`src/rtl/stopwatch_seq_ctrl.sv`:
```
// Stopwatch sequencer: key debounce, start/pause/lap/clear FSM, tick prescaler and display scan.
// Optional build macro STOPWATCH_AUTOSTOP_EN halts the run at 9999 instead of wrapping.
//
// state | meaning
// ------+------------------------------------------------
// IDLE  | stopped, count cleared or never started
// RUN   | prescaler running, live count displayed
// LAP   | prescaler running, frozen lap value displayed
// PAUSE | prescaler held, live count displayed
module stopwatch_seq_ctrl #(
  parameter int DEB_CYC  = 16,
  parameter int TICK_DIV = 16777216,
  parameter int SCAN_DIV = 16384
) (
  input  logic        clk,
  input  logic        clr,
  input  logic        key_start,
  input  logic        key_lap,
  input  logic        key_rate,
  input  logic [15:0] cnt_val,
  output logic        cnt_inc,
  output logic        cnt_zero,
  output logic [3:0]  digit,
  output logic [3:0]  com,
  output logic [1:0]  state,
  output logic [1:0]  rate
);

  localparam logic [1:0] S_IDLE  = 2'd0;
  localparam logic [1:0] S_RUN   = 2'd1;
  localparam logic [1:0] S_LAP   = 2'd2;
  localparam logic [1:0] S_PAUSE = 2'd3;

  localparam int PW = $clog2(TICK_DIV);
  localparam int DW = $clog2(DEB_CYC + 1);
  localparam int SW = $clog2(SCAN_DIV + 1);

  localparam logic [DW-1:0] DEB_LD  = DW'(DEB_CYC - 1);
  localparam logic [SW-1:0] SCAN_LD = SW'(SCAN_DIV - 1);

  logic [2:0]    keys;
  logic [2:0]    sync1;
  logic [2:0]    sync2;
  logic [2:0]    armed;
  logic [2:0]    press;
  logic [DW-1:0] deb_cnt [3];

  logic          p_start;
  logic          p_lap;
  logic          p_rate;

  logic [1:0]    state_q;
  logic [1:0]    state_d;
  logic [1:0]    rate_q;
  logic [PW-1:0] presc;
  logic [PW-1:0] presc_term;
  logic          running;
  logic          tick;
  logic          stop_hit;
  logic          zero_d;
  logic          lap_cap;
  logic          presc_clr;
  logic [15:0]   lap_reg;
  logic [15:0]   disp;
  logic [SW-1:0] scan_tmr;
  logic [1:0]    scan;

  assign keys    = {key_rate, key_lap, key_start};
  assign p_start = press[0];
  assign p_lap   = press[1];
  assign p_rate  = press[2];

  // Timer counts down while the key sits in the opposite level to what the
  // armed flag waits for: low when armed (press), high when disarmed (release).
  always_ff @(posedge clk or negedge clr) begin
    if (!clr) begin
      sync1 <= '1;
      sync2 <= '1;
      armed <= '1;
      press <= '0;
      for (int i = 0; i < 3; i++) deb_cnt[i] <= DEB_LD;
    end else begin
      sync1 <= keys;
      sync2 <= sync1;
      for (int i = 0; i < 3; i++) begin
        press[i] <= 1'b0;
        if (armed[i] ^ sync2[i]) begin
          if (deb_cnt[i] == '0) begin
            press[i]   <= armed[i];
            armed[i]   <= ~armed[i];
            deb_cnt[i] <= DEB_LD;
          end else begin
            deb_cnt[i] <= deb_cnt[i] - DW'(1);
          end
        end else begin
          deb_cnt[i] <= DEB_LD;
        end
      end
    end
  end

  always_ff @(posedge clk or negedge clr) begin
    if (!clr) rate_q <= 2'd0;
    else if (p_rate) rate_q <= rate_q + 2'd1;
  end

  always_comb begin
    presc_term = PW'(TICK_DIV - 1);
    unique case (rate_q)
      2'd0: presc_term = PW'(TICK_DIV - 1);
      2'd1: presc_term = PW'((TICK_DIV >> 3) - 1);
      2'd2: presc_term = PW'((TICK_DIV >> 6) - 1);
      2'd3: presc_term = PW'((TICK_DIV >> 9) - 1);
    endcase
  end

  assign running = (state_q == S_RUN) || (state_q == S_LAP);
  assign tick    = running && (presc == presc_term);

`ifdef STOPWATCH_AUTOSTOP_EN
  assign stop_hit = tick && (cnt_val == 16'h9999);
`else
  assign stop_hit = 1'b0;
`endif

  always_ff @(posedge clk or negedge clr) begin
    if (!clr) presc <= '0;
    else if (p_rate || presc_clr || tick) presc <= '0;
    else if (running) presc <= presc + PW'(1);
  end

  // FSM: state register
  always_ff @(posedge clk or negedge clr) begin
    if (!clr) state_q <= S_IDLE;
    else state_q <= state_d;
  end

  // FSM: next state; start has priority over lap, autostop over both
  always_comb begin
    state_d = state_q;
    unique case (state_q)
      S_IDLE:  if (p_start) state_d = S_RUN;
      S_RUN:   if (p_start) state_d = S_PAUSE; else if (p_lap) state_d = S_LAP;
      S_LAP:   if (p_start) state_d = S_PAUSE; else if (p_lap) state_d = S_RUN;
      S_PAUSE: if (p_start) state_d = S_RUN;   else if (p_lap) state_d = S_IDLE;
    endcase
    if (stop_hit) state_d = S_PAUSE;
  end

  // FSM: transition-derived controls
  always_comb begin
    zero_d    = (state_q == S_PAUSE) && (state_d == S_IDLE);
    lap_cap   = (state_q == S_RUN)   && (state_d == S_LAP);
    presc_clr = (state_q == S_IDLE)  && (state_d == S_RUN);
  end

  always_ff @(posedge clk or negedge clr) begin
    if (!clr) begin
      cnt_inc  <= 1'b0;
      cnt_zero <= 1'b0;
      lap_reg  <= 16'h0000;
    end else begin
      cnt_inc  <= tick && !stop_hit;
      cnt_zero <= zero_d;
      if (lap_cap) lap_reg <= cnt_val;
    end
  end

  always_ff @(posedge clk or negedge clr) begin
    if (!clr) begin
      scan_tmr <= SCAN_LD;
      scan     <= 2'd0;
    end else if (scan_tmr == '0) begin
      scan_tmr <= SCAN_LD;
      scan     <= scan + 2'd1;
    end else begin
      scan_tmr <= scan_tmr - SW'(1);
    end
  end

  assign disp = (state_q == S_LAP) ? lap_reg : cnt_val;

  always_comb begin
    com   = 4'b0111;
    digit = disp[15:12];
    unique case (scan)
      2'd0: begin com = 4'b0111; digit = disp[15:12]; end
      2'd1: begin com = 4'b1011; digit = disp[11:8];  end
      2'd2: begin com = 4'b1101; digit = disp[7:4];   end
      2'd3: begin com = 4'b1110; digit = disp[3:0];   end
    endcase
  end

  assign state = state_q;
  assign rate  = rate_q;

endmodule
```
`config.mk`:
```
export PLATFORM = sky130hd
export DESIGN_NAME = stopwatch_seq_ctrl
export DESIGN_NICKNAME = d
export VERILOG_FILES = /design/src/rtl/stopwatch_seq_ctrl.sv
export SDC_FILE = /design/constraint.sdc
export NUM_CORES = 1
export LEC_CHECK = 0
export ABC_CLOCK_PERIOD_IN_PS = 3200
export CORE_MARGIN = 2
export CORE_UTILIZATION = 35
export CTS_BUF_LIST = sky130_fd_sc_hd__clkbuf_16
export CTS_CLUSTER_SIZE = 40
export DETAILED_ROUTE_END_ITERATION = 8
export GPL_TIMING_DRIVEN = 0
export PLACE_DENSITY = 0.5
export SLEW_MARGIN = 40
export SYNTH_ARGS = -nofsm -noshare
export SYNTH_HDL_FRONTEND = slang
export SYNTH_SLANG_ARGS = --single-unit
```
`constraint.sdc`:
```
create_clock -name clk -period 3.2 [get_ports clk]
set_input_delay 0.64 -clock clk [delete_from_list [all_inputs] [get_ports clk]]
set_output_delay 0.64 -clock clk [all_outputs]
set_load 0.005 [all_outputs]
```
---- Word-level counts from Yosys, hierarchy flattened ----
Index checks and enable logic that the tools add are counted.
word-level totals
  bits in registers ....................... 90
  word-level logic and storage cells ...... 88
  output and inout bits ................... 14
  bits of input ports ..................... 21
cells by class
  $add $sub $neg .......................... 7
  muxes and demuxes ....................... 27
  reductions and logical operators ........ 19
  bitwise gates (word level) .............. 6
  equality and inequality tests ........... 12
operators with widths
  cell                   count
  $pmux 24 s4            1
  $mux 24                2
  $pmux 4 s4             2
  $mux 5                 6
  $add 24x1->24 const B  1
  $eq 24x24->1           1
  $mux 16                1
  $logic_not 15->1       1
  $logic_not 5->1        3
  $mux 15                1
  $sub 15x1->15 const B  1
  $sub 5x1->5 const B    3
  $eq 2x2->1 const B     7
  $mux 2                 7
  $eq 2x1->1 const B     4
  $logic_not 2->1        4
  $pmux 2 s4             1
  $mux 1                 6
  $reduce_and 2->1       3
  $add 2x1->2 const B    2
  $logic_and 1x1->1      4
  $logic_or 1x1->1       3
  $not 1->1              3
  $xor 1x1->1            3
  $reduce_bool 2->1      1

---- Depth between registers and ports, before layout ----
Gate-level depths: netlist of run 1.
  depth after elaboration ................. 8
  mapped depth ............................ 8
  depth with buffers taken out ............ 6

---- Worst setup path before layout of run 1 ----
No wires, ideal clock.
  kind .................................... reg-to-reg
  start point ............................. reg state_q[0], in the netlist state[0]
  end point ............................... reg presc[21]
  cell stages (with the launch flop) ...... 9
  data required time ...................... 3.113 ns
  library setup time ...................... 0.087 ns
  period minus slack after synthesis ...... 2.482 ns
  buffers on the path ..................... 2
  data arrival time ....................... 2.395 ns
  path slack .............................. 0.718 ns
  cell sequence ........................... dfrtp_1 -> inv_1 -> ha_1 -> buf_2 -> nand4_1 -> or4_1 -> clkbuf_2 -> or4_1 -> a211oi_2
on the way
  longest elaborated chain between the ends .. 8
  elaborated cells between the ends (all ways) .. 20
  those cells by class .................... 4 x eq/ne; 9 x mux; 7 x reduce/logical
RTL lines
  what                                                 RTL line       source
  start, declared                                      52             logic [1:0] state_q;
  start signal, assigned                               135            else state_q <= state_d;
  $mux 2 (on tied branches) (2 in series)              145, 143, 144
  $pmux 2 s4                                           141            unique case (state_q)
  $eq 2x1->1                                           154            presc_clr = (state_q == S_IDLE) && (state_d == S_RUN);
  $logic_and 1x1->1                                    154
  $logic_or 1x1->1 (2 in series)                       128            else if (p_rate || presc_clr || tick) presc <= '0;
  $mux 24 / $reduce_bool 2->1 (equally long branches)  --
  end signal, assigned                                 129            else if (running) presc <= presc + PW'(1);
  end, declared                                        55             logic [PW-1:0] presc;
Several ways; a longest one is shown, not always the timed one.
A chain may end at the register's enable or synchronous reset.

---- Worst setup path in the final report of run 1 ----
  start point ............................. in cnt_val[2]
  end point ............................... out digit[2]
on the way
  longest elaborated chain between the ends .. 2
RTL lines
  what             RTL line  source
  start, declared  20        input logic [15:0] cnt_val,
  $mux 16          181       assign disp = (state_q == S_LAP) ? lap_reg : cnt_val;
  $pmux 4 s4       186       unique case (scan)
  end, declared    23        output logic [3:0] digit,
Every way passes these cells.

==> summary.txt, run 1 <==
Setup path
  • CP arrival: roughly 2.5 ns
  • CP Launch Type: primary input
  • Worst setup path startpoint: cnt_val[2]
  • WP buf/inv: 3
  • Worst Setup EP: digit[2]
  • Data required, critical path: 2.56 ns
  • CP Max Fanout: 2
  • CP dominant cell by count: clkdlybuf4s50_1
  • R2R Path Start: state[0]
  • Critical path type: in -> out
  • CP top delay family: buffers and inverters
  • Slowest CP cell: mux4_2
  • CP peak stage delay: 0.45 ns
  • CP Capture Type: primary output
  • CP Depth: 5
  • Reg2reg path depth: 8
  • Setup slack, reg-to-reg: 0.42 ns
  • Cell chain of the critical path: clkdlybuf4s50_1, a222oi_1, inv_1, mux4_2, clkdlybuf4s50_1
  • R2R Path End: presc[21]

Floorplanning
  • Die height: 118 microns
  • Die W: ~120 microns
  • Rows: 41
  • Die Area: 13900 sq um
  • Io pins: 35
  • CORE AREA: 12600 sq um
  • Initial Util: 0.359

Global routing
  • Global-route wire length before repair: 15900 microns
  • Vias in the first global route: about 3300
  • Largest net degree at the start of global routing: 56
  • Initial antenna violation count: 0
  • Tot GR Track Use: 0.141
  • Total grt overflow: 0

Synth
  • Synth warnings: 0
  • Area share of the largest cell type after synthesis: 0.304
  • Post-Syn Nets: around 450
  • Register area share after synthesis: 0.507
  • Cell taking the most area after synthesis: dfrtp_1
  • Number of synthesized register bits: 90
  • Synth area leaders: dfrtp_1, dfstp_2, ha_1
  • Mapped Cells: 411
  • Syn Std Cell Area: approximately 4500 sq um
  • Syn_area_per_cell: 11.0 sq um
  • Synth Flop Type: dfrtp_1
  • Count of different cell masters after synthesis: 50
  • EDFF count, synth: 0
  • Asr flop ratio synth: 1.00

Clocking
  • Clock Latency Late Sink: 0.34 ns
  • CTS Sinks: 90
  • H-tree levels: 3
  • CTS tree: built
  • Clock transition at path regs: roughly 0.060 ns
  • CTS max path bufs: 2
  • CTS buffer count: 9
  • CTS Hold Bufs: 0
  • Root buf cell: clkbuf_16

STA
  • Final WS setup: 0.114 ns
  • Worst Max-Slew Pin Slew: 0.720 ns
  • Slew headroom: 0.516
  • Hold WS: 0.182 ns
  • RSZ-0062 raised after global routing: false
  • Clk_skew: 0.00604 ns
  • Hold Vio Cnt, Final: 0
  • Post-layout minimum cycle time: between 3 and 4 ns
  • Final Max Tran Viols: 0
  • Setup violations, final: 0
  • Peak Freq: 0.324 GHz
  • Tcrit/Tclk final: 0.964

Detailed routing
  • Via density per instance: 5.01
  • Routed Antenna Nets: 0
  • DR WL/cell: 14.1 microns
  • Drt pass-1 iters: 5
  • Drc violations: 0
  • Routed vias: 3177
  • 1st-iter DRT viols: 148
  • Final wirelength: 8910 microns

Layout
  • Layout cells sized above 1: 0.225
  • Commonest cells after routing, fill and taps aside: dfrtp_1, nand2_1, inv_1, dfstp_2, clkdlybuf4s50_1
  • Number of fill cells: 1224
  • ANT cells: 0
  • Post-Route Utilization: 0.429
  • Nets@finish: 497
  • Finished Layout Cells: ~630
  • Sequential cell area: 2300 sq um
  • Area used by multi-input combinational logic: 2050 sq um
  • Design area: approximately 5400 sq um
  • Layout area overhead: 19.6%
  • Commonest non-fill, non-tap cell in the layout: dfrtp_1
  • Max FFs per register: 24

Outcome
  • Outcome: complete, no violations

Place
  • Gpl congestion: 0.736
  • Placed cell count: 618
  • Final HPWL DP: 6310 microns
  • Port Buffers: 34
  • Worst slack at placement: between 0.1 and 0.15 ns
  • Post-DP Area: 5110 sq um

Hold path
  • Class of the worst hold path: in -> async

Pwr
  • Max VDD drop: 0.311 mV
  • Power per cell area: 422 nW/um^2
  • Leak: 0.00224 uW

Run
  • Maxcap violations: 0
## through the flow
stage	setup TNS [ns]	total power, uW
floorplan	0	1240
global placement	-136.04	1310
detailed placement	0	1310
CTS	0	2330
global route	0	2390
finish	0	2280
## worst min-delay path by stage
stage,to,cells after the start,slack (ns),startpoint
2_1_floorplan,cnt_inc,0,0.34,clr
3_3_place_gp,sync2[1],0,0.35,sync1[1]
3_5_place_dp,sync2[1],0,0.35,sync1[1]
4_1_cts,lap_reg[13],1,0.19,clr
5_1_grt,lap_reg[13],1,0.20,clr
6_report,lap_reg[13],1,0.18,clr
## cell families (layout without fill, tap and decap cells)
group | count (synthesis) | count (layout) | synth area share
AO/OA/AOI/OAI | 54 | 54 | 0.0849
XOR/XNOR | 30 | 30 | 0.0580
adder cells (fa/ha/maj) | 19 | 19 | 0.0525
buffers and inverters | 49 | 100 | 0.0442
flip-flops | 90 | 90 | 0.507
multiplexers | 26 | 26 | 0.0752
AND/OR/NAND/NOR | 143 | 143 | 0.178
## worst register-to-register path: cells and delay by family (launching register included)
kind / cells / cell delay [ns]
compound gates: 1 / 0.22
buf+inv: 3 / 0.46
fa+ha+maj: 1 / 0.29
flops: 1 / 0.44
simple gates: 3 / 1.29
## per-layer routing
| layer | track usage | routed length (microns) | vias to the layer above |
|---|---|---|---|
| li1 | - | - | 1565 |
| met1 | 0.174 | 4090 | 1569 |
| met2 | 0.228 | 4330 | 30 |
| met3 | 0.0480 | 319 | 13 |
| met4 | 0.0527 | 172 | 0 |
| met5 | 0 | 0 | - |
## cell usage after synthesis (all sizes together), types with 7 or more instances
cell type,number
dfrtp,55
nand2,40
dfstp,35
inv,35
mux2,21
ha,19
nand3,17
nor3,17
xnor2,15
xor2,15
nor2,13
o21ai,11
buf,9
a211oi,8
a222oi,8
nor4,8
or4,8
a21oi,7
## final cells by class
cell class	count	area share
repair buffers	38	0.0719
flip-flops and latches	90	0.424
clock buffers	9	0.0416
inverters	35	0.0243
multi-input cells	272	0.378
plain buffers	11	0.0106
clock inverters	7	0.00947
well taps	172	0.0397
## power breakdown
part / switching, uW / internal (uW)
logic: 47.7 / 54.1
clock network: 463 / 532
registers: 15.0 / 1170
total: 525 / 1760
## what timing repair did
action                     4_1_cts  5_1_grt
buffers inserted                 2        0
setup endpoints to repair        4        4
pin swaps                        1        1
resized for setup                2        3
No activity file was read; power rests on OpenSTA's default activity.
==> inputs of run 2 (changes only) <==
--- a/config.mk
+++ b/config.mk
@@ -5,7 +5,6 @@
 export SDC_FILE = /design/constraint.sdc
 export NUM_CORES = 1
 export LEC_CHECK = 0
-export ABC_CLOCK_PERIOD_IN_PS = 3200
 export CORE_MARGIN = 2
 export CORE_UTILIZATION = 35
 export CTS_BUF_LIST = sky130_fd_sc_hd__clkbuf_16
==> results of run 2 <==
No change in the layout: final DEF, timing and power equal those of run 1.
